[src/rtl/gauss_frame_ctrl_pkg.sv]
// Shared types and constants for the Gaussian frame sequencer: FSM states,
// 3x3 window indices and the per-index neighbour offsets.
package gauss_ctrl_pkg;

  typedef enum logic [2:0] {
    ST_IDLE,
    ST_FETCH,
    ST_FILT,
    ST_WRITE,
    ST_DONE
  } state_e;

  localparam logic [3:0] K_TL = 4'd0;
  localparam logic [3:0] K_T  = 4'd1;
  localparam logic [3:0] K_TR = 4'd2;
  localparam logic [3:0] K_L  = 4'd3;
  localparam logic [3:0] K_C  = 4'd4;
  localparam logic [3:0] K_R  = 4'd5;
  localparam logic [3:0] K_BL = 4'd6;
  localparam logic [3:0] K_B  = 4'd7;
  localparam logic [3:0] K_BR = 4'd8;

  localparam int DEF_FILT_LAT = 40;

  function automatic logic signed [1:0] k_dx(input logic [3:0] k);
    case (k)
      K_TL, K_L, K_BL: k_dx = -2'sd1;
      K_TR, K_R, K_BR: k_dx = 2'sd1;
      default:         k_dx = 2'sd0;
    endcase
  endfunction

  function automatic logic signed [1:0] k_dy(input logic [3:0] k);
    case (k)
      K_TL, K_T, K_TR: k_dy = -2'sd1;
      K_BL, K_B, K_BR: k_dy = 2'sd1;
      default:         k_dy = 2'sd0;
    endcase
  endfunction

endpackage

[src/rtl/gauss_frame_ctrl_if.sv]
// RAM and filter bus of the Gaussian frame sequencer; master is the sequencer,
// slave is the side holding the frame buffers and the filter.
interface gauss_frame_ctrl_if #(parameter int ADDR_W = 14);
  logic              rd_en_o;
  logic [ADDR_W-1:0] rd_addr_o;
  logic [7:0]        rd_data_i;
  logic [71:0]       win_o;
  logic              filt_en_o;
  logic [7:0]        filt_data_i;
  logic              wr_en_o;
  logic [ADDR_W-1:0] wr_addr_o;
  logic [7:0]        wr_data_o;

  modport master (
    output rd_en_o, rd_addr_o, win_o, filt_en_o, wr_en_o, wr_addr_o, wr_data_o,
    input  rd_data_i, filt_data_i
  );

  modport slave (
    input  rd_en_o, rd_addr_o, win_o, filt_en_o, wr_en_o, wr_addr_o, wr_data_o,
    output rd_data_i, filt_data_i
  );
endinterface

[src/rtl/gauss_frame_ctrl_addr_gen.sv]
// Raster position tracker: clamped neighbour address for window index k.
// GAUSS_BORDER_COPY_EN enables skip_o on border pixels (else skip_o is 0).
module gauss_addr_gen
  import gauss_ctrl_pkg::*;
#(
  parameter int IMG_W  = 128,
  parameter int IMG_H  = 128,
  parameter int ADDR_W = 14
) (
  input  logic              clk,
  input  logic              rst,
  input  logic              step_i,
  input  logic [3:0]        k_i,
  output logic [ADDR_W-1:0] addr_o,
  output logic              skip_o,
  output logic              last_o
);
  localparam int XW = $clog2(IMG_W);
  localparam int YW = $clog2(IMG_H);

  logic [XW-1:0]     x_q;
  logic [YW-1:0]     y_q;
  logic [ADDR_W-1:0] row_q;
  logic              x_min, x_max, y_min, y_max;
  logic [ADDR_W-1:0] col, row;

  assign x_min  = (x_q == '0);
  assign x_max  = (x_q == XW'(IMG_W - 1));
  assign y_min  = (y_q == '0);
  assign y_max  = (y_q == YW'(IMG_H - 1));
  assign last_o = x_max && y_max;

`ifdef GAUSS_BORDER_COPY_EN
  assign skip_o = x_min || x_max || y_min || y_max;
`else
  assign skip_o = 1'b0;
`endif

  // Edge replicate: an offset that would leave the image is dropped.
  always_comb begin
    col = ADDR_W'(x_q);
    row = row_q;
    if (k_dx(k_i) < 0 && !x_min) col = col - 1'b1;
    if (k_dx(k_i) > 0 && !x_max) col = col + 1'b1;
    if (k_dy(k_i) < 0 && !y_min) row = row - ADDR_W'(IMG_W);
    if (k_dy(k_i) > 0 && !y_max) row = row + ADDR_W'(IMG_W);
    addr_o = row + col;
  end

  always_ff @(posedge clk or posedge rst) begin
    if (rst) begin
      x_q   <= '0;
      y_q   <= '0;
      row_q <= '0;
    end else if (step_i) begin
      if (x_max) begin
        x_q <= '0;
        if (y_max) begin
          y_q   <= '0;
          row_q <= '0;
        end else begin
          y_q   <= y_q + 1'b1;
          row_q <= row_q + ADDR_W'(IMG_W);
        end
      end else begin
        x_q <= x_q + 1'b1;
      end
    end
  end
endmodule

[src/rtl/gauss_frame_ctrl.sv]
// Frame sequencer for the 3x3 Gaussian filter: fetch window, hold filter enable,
// write result, raster order. GAUSS_BORDER_COPY_EN copies border pixels unfiltered.
module gauss_frame_ctrl
  import gauss_ctrl_pkg::*;
#(
  parameter int IMG_W    = 128,
  parameter int IMG_H    = 128,
  parameter int ADDR_W   = 14,
  parameter int FILT_LAT = DEF_FILT_LAT
) (
  input  logic               clk,
  input  logic               rst,
  input  logic               start_i,
  output logic               busy_o,
  output logic               done_o,
  gauss_frame_ctrl_if.master bus
);
  localparam int CNT_W = $clog2(FILT_LAT + 10);

  state_e            state_q;
  logic [CNT_W-1:0]  cnt_q;
  logic [8:0][7:0]   win_q;
  logic              busy_q, done_q, rd_en_q, filt_en_q, wr_en_q, last_q;
  logic [ADDR_W-1:0] rd_addr_q, wr_addr_q;
  logic [7:0]        wr_data_q;
  logic [ADDR_W-1:0] addr;
  logic              skip, last, step_d, fetch_end, filt_end;
  logic [3:0]        k_d;

  gauss_addr_gen #(.IMG_W(IMG_W), .IMG_H(IMG_H), .ADDR_W(ADDR_W)) u_addr (
    .clk(clk), .rst(rst), .step_i(step_d), .k_i(k_d),
    .addr_o(addr), .skip_o(skip), .last_o(last)
  );

  assign fetch_end = skip ? (cnt_q == CNT_W'(1)) : (cnt_q == CNT_W'(9));
  assign filt_end  = (cnt_q == CNT_W'(FILT_LAT - 1));
  assign step_d    = (state_q == ST_FETCH && skip && fetch_end) ||
                     (state_q == ST_FILT && filt_end);

  // Address is prepared one cycle ahead of the strobe that carries it.
  always_comb begin
    k_d = K_TL;
    case (state_q)
      ST_IDLE, ST_WRITE: k_d = skip ? K_C : K_TL;
      ST_FETCH:          k_d = skip ? K_C : 4'(cnt_q) + 4'd1;
      ST_FILT:           k_d = K_C;
      default:           k_d = K_TL;
    endcase
  end

  always_ff @(posedge clk or posedge rst) begin
    if (rst) begin
      state_q   <= ST_IDLE;
      cnt_q     <= '0;
      win_q     <= '0;
      busy_q    <= 1'b0;
      done_q    <= 1'b0;
      rd_en_q   <= 1'b0;
      rd_addr_q <= '0;
      filt_en_q <= 1'b0;
      wr_en_q   <= 1'b0;
      wr_addr_q <= '0;
      wr_data_q <= '0;
      last_q    <= 1'b0;
    end else begin
      case (state_q)
        ST_IDLE: if (start_i) begin
          state_q   <= ST_FETCH;
          cnt_q     <= '0;
          busy_q    <= 1'b1;
          rd_en_q   <= 1'b1;
          rd_addr_q <= addr;
        end
        ST_FETCH: begin
          cnt_q <= cnt_q + 1'b1;
          if (skip) begin
            rd_en_q <= 1'b0;
            if (fetch_end) begin
              state_q   <= ST_WRITE;
              wr_en_q   <= 1'b1;
              wr_addr_q <= addr;
              wr_data_q <= rd_data_sel();
              last_q    <= last;
            end
          end else begin
            if (cnt_q != '0) win_q[4'(cnt_q) - 4'd1] <= bus.rd_data_i;
            if (cnt_q < CNT_W'(8)) rd_addr_q <= addr;
            if (cnt_q == CNT_W'(8)) rd_en_q <= 1'b0;
            if (fetch_end) begin
              state_q   <= ST_FILT;
              cnt_q     <= '0;
              filt_en_q <= 1'b1;
            end
          end
        end
        ST_FILT: begin
          cnt_q <= cnt_q + 1'b1;
          if (filt_end) begin
            state_q   <= ST_WRITE;
            filt_en_q <= 1'b0;
            wr_en_q   <= 1'b1;
            wr_addr_q <= addr;
            wr_data_q <= bus.filt_data_i;
            last_q    <= last;
          end
        end
        ST_WRITE: begin
          wr_en_q <= 1'b0;
          cnt_q   <= '0;
          if (last_q) begin
            state_q <= ST_DONE;
            done_q  <= 1'b1;
          end else begin
            state_q   <= ST_FETCH;
            rd_en_q   <= 1'b1;
            rd_addr_q <= addr;
          end
        end
        default: begin
          state_q <= ST_IDLE;
          done_q  <= 1'b0;
          busy_q  <= 1'b0;
        end
      endcase
    end
  end

  function automatic logic [7:0] rd_data_sel();
    return bus.rd_data_i;
  endfunction

  assign busy_o        = busy_q;
  assign done_o        = done_q;
  assign bus.rd_en_o   = rd_en_q;
  assign bus.rd_addr_o = rd_addr_q;
  assign bus.win_o     = win_q;
  assign bus.filt_en_o = filt_en_q;
  assign bus.wr_en_o   = wr_en_q;
  assign bus.wr_addr_o = wr_addr_q;
  assign bus.wr_data_o = wr_data_q;
endmodule

[src/flat_wrapper.sv]
// flat-port wrapper written by rule: the top's interface ports become plain ports
module gauss_frame_ctrl_flat import gauss_ctrl_pkg::*;
#(
  parameter int IMG_W    = 128,
  parameter int IMG_H    = 128,
  parameter int ADDR_W   = 14,
  parameter int FILT_LAT = DEF_FILT_LAT
)
  (clk, rst, start_i, busy_o, done_o, bus_rd_en_o, bus_rd_addr_o, bus_win_o, bus_filt_en_o, bus_wr_en_o, bus_wr_addr_o, bus_wr_data_o, bus_rd_data_i, bus_filt_data_i);
  gauss_frame_ctrl_if #(.ADDR_W(ADDR_W)) bus_i ();
  input  logic clk;
  input  logic rst;
  input  logic start_i;
  output logic busy_o;
  output logic done_o;
  output wire logic [$bits(bus_i.rd_en_o)-1:0] bus_rd_en_o;
  output wire logic [$bits(bus_i.rd_addr_o)-1:0] bus_rd_addr_o;
  output wire logic [$bits(bus_i.win_o)-1:0] bus_win_o;
  output wire logic [$bits(bus_i.filt_en_o)-1:0] bus_filt_en_o;
  output wire logic [$bits(bus_i.wr_en_o)-1:0] bus_wr_en_o;
  output wire logic [$bits(bus_i.wr_addr_o)-1:0] bus_wr_addr_o;
  output wire logic [$bits(bus_i.wr_data_o)-1:0] bus_wr_data_o;
  input wire logic [$bits(bus_i.rd_data_i)-1:0] bus_rd_data_i;
  input wire logic [$bits(bus_i.filt_data_i)-1:0] bus_filt_data_i;
  assign bus_rd_en_o = bus_i.rd_en_o;
  assign bus_rd_addr_o = bus_i.rd_addr_o;
  assign bus_win_o = bus_i.win_o;
  assign bus_filt_en_o = bus_i.filt_en_o;
  assign bus_wr_en_o = bus_i.wr_en_o;
  assign bus_wr_addr_o = bus_i.wr_addr_o;
  assign bus_wr_data_o = bus_i.wr_data_o;
  assign bus_i.rd_data_i = bus_rd_data_i;
  assign bus_i.filt_data_i = bus_filt_data_i;
  gauss_frame_ctrl #(.IMG_W(IMG_W), .IMG_H(IMG_H), .ADDR_W(ADDR_W), .FILT_LAT(FILT_LAT)) u_core (.clk(clk), .rst(rst), .start_i(start_i), .busy_o(busy_o), .done_o(done_o), .bus(bus_i));
endmodule
[config.mk]
export PLATFORM = sky130hd
export DESIGN_NAME = gauss_frame_ctrl_flat
export DESIGN_NICKNAME = d
export VERILOG_FILES = /design/src/rtl/gauss_frame_ctrl_pkg.sv /design/src/rtl/gauss_frame_ctrl_if.sv /design/src/rtl/gauss_frame_ctrl_addr_gen.sv /design/src/rtl/gauss_frame_ctrl.sv /design/src/flat_wrapper.sv
export SDC_FILE = /design/constraint.sdc
export NUM_CORES = 1
export LEC_CHECK = 0
export ABC_AREA = 0
export CORE_ASPECT_RATIO = 0.6
export CORE_MARGIN = 4
export CORE_UTILIZATION = 53
export DETAILED_ROUTE_END_ITERATION = 12
export GPL_TIMING_DRIVEN = 0
export PLACE_DENSITY = 0.81
export SYNTH_ARGS = -nofsm -noshare
export SYNTH_HDL_FRONTEND = slang
export SYNTH_SLANG_ARGS = --single-unit
[constraint.sdc]
create_clock -name clk -period 6.1 [get_ports clk]
set_input_delay 1.22 -clock clk [delete_from_list [all_inputs] [get_ports clk]]
set_output_delay 1.22 -clock clk [all_outputs]
set_load 0.005 [all_outputs]
==> results.md <==
- Status: complete, no violations
- ANT cells: 0
- RSZ-0062 raised after global routing: no
- YS warnings: 0
- Post-route cell area: approximately 9400 µm²
- PwrDens: 405 nW/µm²
- Maximum vdd ir drop: 0.238 mV
- Final period util: 0.925
- Reg2Reg Depth: 21
- Largest net degree at the start of global routing: 100
- FF-to-FF End: u_core.bus.rd_addr_o[13]$_DFFE_PP0P_
- Reg power frac: 0.365
- Layout Nets: 873
- CP startpoint kind: flop
- GP Congestion: 0.887
- Slew @ Worst Pin: 1.16 ns
- Hold buffers post-CTS: 0
- Area growth syn-to-layout: 29.3%
- Clk sinks: 144
- Leakage: 0.00398 µW
- Share of the synthesized area in the top cell type: 0.496
- Sw frac: 0.315
- Most common cell after layout, fill and taps aside: dfrtp_1
- Yosys cell types: 61
- Hold Path Class: flop to flop
- CTS Buf Count: 17
- Crit Path Category: flop to flop
- Drt wl/cell: approximately 19 µm
- R2r startpoint: u_core.cnt_q[0]$_DFFE_PP0P_
- Boundary Pins: 132
- Post-Synthesis Cells: between 600 and 700
- CP Cell Sequence: inv_1 > ha_1 > nand2b_1 > a211oi_1 > o31ai_4 > a21oi_1 > clkbuf_1 > nand2_1 > nor4_1 > o21bai_1 > ha_1 > a21oi_1 > inv_1 > a21oi_1 > o21ba_2 > o21ba_2 > o21bai_1 > xnor2_1 > xnor2_1 > xnor2_1 > o21ai_0
- Iteration-0 DRC Markers: 457
- Max_cap viols: 0
- Largest area contributor in the netlist: dfrtp_1
- Synth Net Count: 722
- Crit. End Element: flop
- Buffers & Inverters on Critical Path: 3
- Required time of the critical path: ~6.4 ns
- Clock Pin Slew Worst Setup and Hold Paths: 0.07 ns
- Crit-path max FO: 10
- Fraction of layout cells with a size suffix above 1: 0.162
- Seq cells post-synth: roughly 140
- Max-slew headroom: 0.224
- Die Span Y: between 90 and 100 µm
- Area post-placement: 8830 µm²
- Routed Antenna Nets: 0
- Vias in the first global route: 6,240
- DRT Pass-1 Iters: 6
- Top FF cell, synth: dfrtp_1
- CTS resizes: 0
- First-pass GRT wire length: approximately 32,000 µm
- Detailed placement HPWL: 13,900 µm
- Synthesized area per cell: 10.7 µm²
- Root Buffer Master: clkbuf_16
- CTS tree: built
- Asr flop ratio synth: 1.00
- Clock Tree Buf Depth: 2
- Top delay family on crit path: compound AO/OA/AOI/OAI gates
- Die width: around 160 µm
- Crit path time final: 5.64 ns
- Final max-slew violation count: 0
- Worst min-delay path startpoint: u_core.bus.wr_addr_o[11]$_DFFE_PP0P_
- Hold Path End: u_core.bus.wr_addr_o[11]$_DFFE_PP0P_
- Int Pwr: 2610 µW
- Combinational share of power: 0.366
- Number of synthesized flops with an enable pin: 0
- Reg2Reg Setup Slack: 0.46 ns
- Final Hold Viols: 0
- Clk pwr share: 0.269
- DRT Wirelength: 19,100 µm
- Die area: roughly 16,000 µm²
- Fillers: between 900 and 1,000
- WHS Path Cells: 2
- Maximum clock frequency: 177 MHz
- Final setup viols: 0
- Seq/Total Area, Yosys: 0.496
- I/O Buffers: 131
- Critical Path Max Stage Delay: about 0.6 ns
- Setup TNS: 0 ns
- Skew-Pair Late Insertion Delay: 0.42 ns
- Grt total ovfl: 0
- Starting Density: 0.554
- Commonest non-fill, non-tap cells in the layout: 144 x dfrtp_1, 131 x clkdlybuf4s50_1, 104 x nand2_1, 82 x mux2_2, 38 x o21ai_0
- Rows: 32
- Mapped Area: approximately 7300 µm²
- Vias per cell: 5.80
- Critical path arrival: 5.93 ns
- DRC: 0
- Slowest stage cell on the critical path: nor4_1
- Final Skew: 0.00777 ns
- Core Region: 13,100 µm²
- Tot GR Track Use: 0.252
- Post-CTS Setup Inserts: 0
- H-Tree Depth: 4
- DR vias: ~5,900
- Initial antenna violation count: 0
- Net Sw Power: 1200 µW
- Synth top area cells: dfrtp_1 50%, mux2_2 13%, nand2_1 5.4%, ha_1 3.8%, xnor2_1 3.5%
[metal layers]
| metal | track usage | share of wire |
|---|---|---|
| met3 | 0.0660 | 0.076 |
| met1 | 0.351 | 0.46 |
| met4 | 0.0720 | 0.012 |
| met2 | 0.394 | 0.45 |
| met5 | 0 | 0 |
[worst max-delay path by stage]
stage	slack [ns]	from	depth (start not counted)	end
2_1_floorplan	1.01	rst	1	u_core.bus.filt_en_o$_DFFE_PP0P_
3_3_place_gp	-0.70	rst	2	u_core.bus.win_o[6]$_DFFE_PP0P_
3_5_place_dp	0.69	u_core.cnt_q[0]$_DFFE_PP0P_	21	u_core.bus.rd_addr_o[13]$_DFFE_PP0P_
4_1_cts	0.61	u_core.cnt_q[0]$_DFFE_PP0P_	21	u_core.bus.rd_addr_o[13]$_DFFE_PP0P_
5_1_grt	0.02	u_core.cnt_q[0]$_DFFE_PP0P_	21	u_core.bus.rd_addr_o[13]$_DFFE_PP0P_
6_report	0.46	u_core.cnt_q[0]$_DFFE_PP0P_	21	u_core.bus.rd_addr_o[13]$_DFFE_PP0P_
[logic make-up (layout without fill, tap and decap cells)]
kind of cell / Yosys count / count (layout) / synth area share
xor gates and xnor gates: 42 / 42 / 0.0516
AOI/OAI and AO/OA: 107 / 107 / 0.0991
buffers and inverters: 46 / 210 / 0.0255
adders and majority gates: 22 / 22 / 0.0379
DFF: 144 / 144 / 0.496
and+or+nand+nor: 236 / 236 / 0.161
other: 1 / 1 / 0.000516
muxes: 83 / 83 / 0.128
[cell usage after synthesis, types with 5 or more instances]
cell type	instances
xnor2_1	29
dfrtp_1	144
ha_1	22
a31oi_1	7
nand3_1	17
nor2_1	29
and3_1	5
a21oi_1	20
mux2_2	82
nor3_1	18
inv_1	20
clkbuf_1	20
nand2b_1	9
nand4_1	6
xor2_1	12
o21ai_0	38
o31ai_1	7
a211oi_1	5
nor2b_1	9
nor4_1	9
nand2_1	104
[through the flow]
stage	hold WS [ns]	power (µW)	cells	utilization	setup WS (ns)
2_1_floorplan	0.460	2040	681	-	1.01
5_1_grt	0.506	4010	1015	0.716	0.0243
3_3_place_gp	0.458	2720	982	0.670	-0.701
3_5_place_dp	0.463	2790	983	0.672	0.692
4_1_cts	0.478	3830	1015	0.716	0.614
6_report	0.471	3810	1015	0.716	0.455
[sequential cells by signal, summed over array words and instances, names as in the netlist, 6 cells and up]
signal / flops
u_core.bus.wr_data_o: 8
u_core.u_addr.y_q: 7
u_core.u_addr.row_q: 7
u_core.bus.win_o: 72
u_core.bus.wr_addr_o: 14
u_core.cnt_q: 6
u_core.u_addr.x_q: 7
u_core.bus.rd_addr_o: 14
[area by class of cell]
class	instances	area (µm²)	share of cell area
Buffer	26	110	0.0117
Timing Repair Buffer	132	1340	0.142
Tap cell	170	213	0.0226
Inverter	20	80.1	0.00852
Clock inverter	14	148	0.0157
Clock buffer	18	429	0.0456
Sequential cell	144	3600	0.383
Multi-Input combinational cell	491	3480	0.370
[worst reg2reg max path, delay by kind of cell (launching register included)]
kind / cells / cell delay (ns)
flip-flops: 1 / 0.55
XOR/XNOR: 3 / 0.49
adder cells (fa/ha/maj): 2 / 0.67
AO/OA/AOI/OAI: 10 / 2.11
buffers and inverters: 3 / 0.68
AND/OR/NAND/NOR: 3 / 1.02
[power groups by stage]
stage | logic (µW) | clock network (µW) | registers (µW)
2_1_floorplan | 639 | 0 | 1400
3_3_place_gp | 1340 | 0 | 1380
3_5_place_dp | 1390 | 0 | 1400
4_1_cts | 1400 | 1040 | 1390
5_1_grt | 1500 | 1080 | 1420
6_report | 1400 | 1030 | 1390
Power figures use the tool's default switching activity.
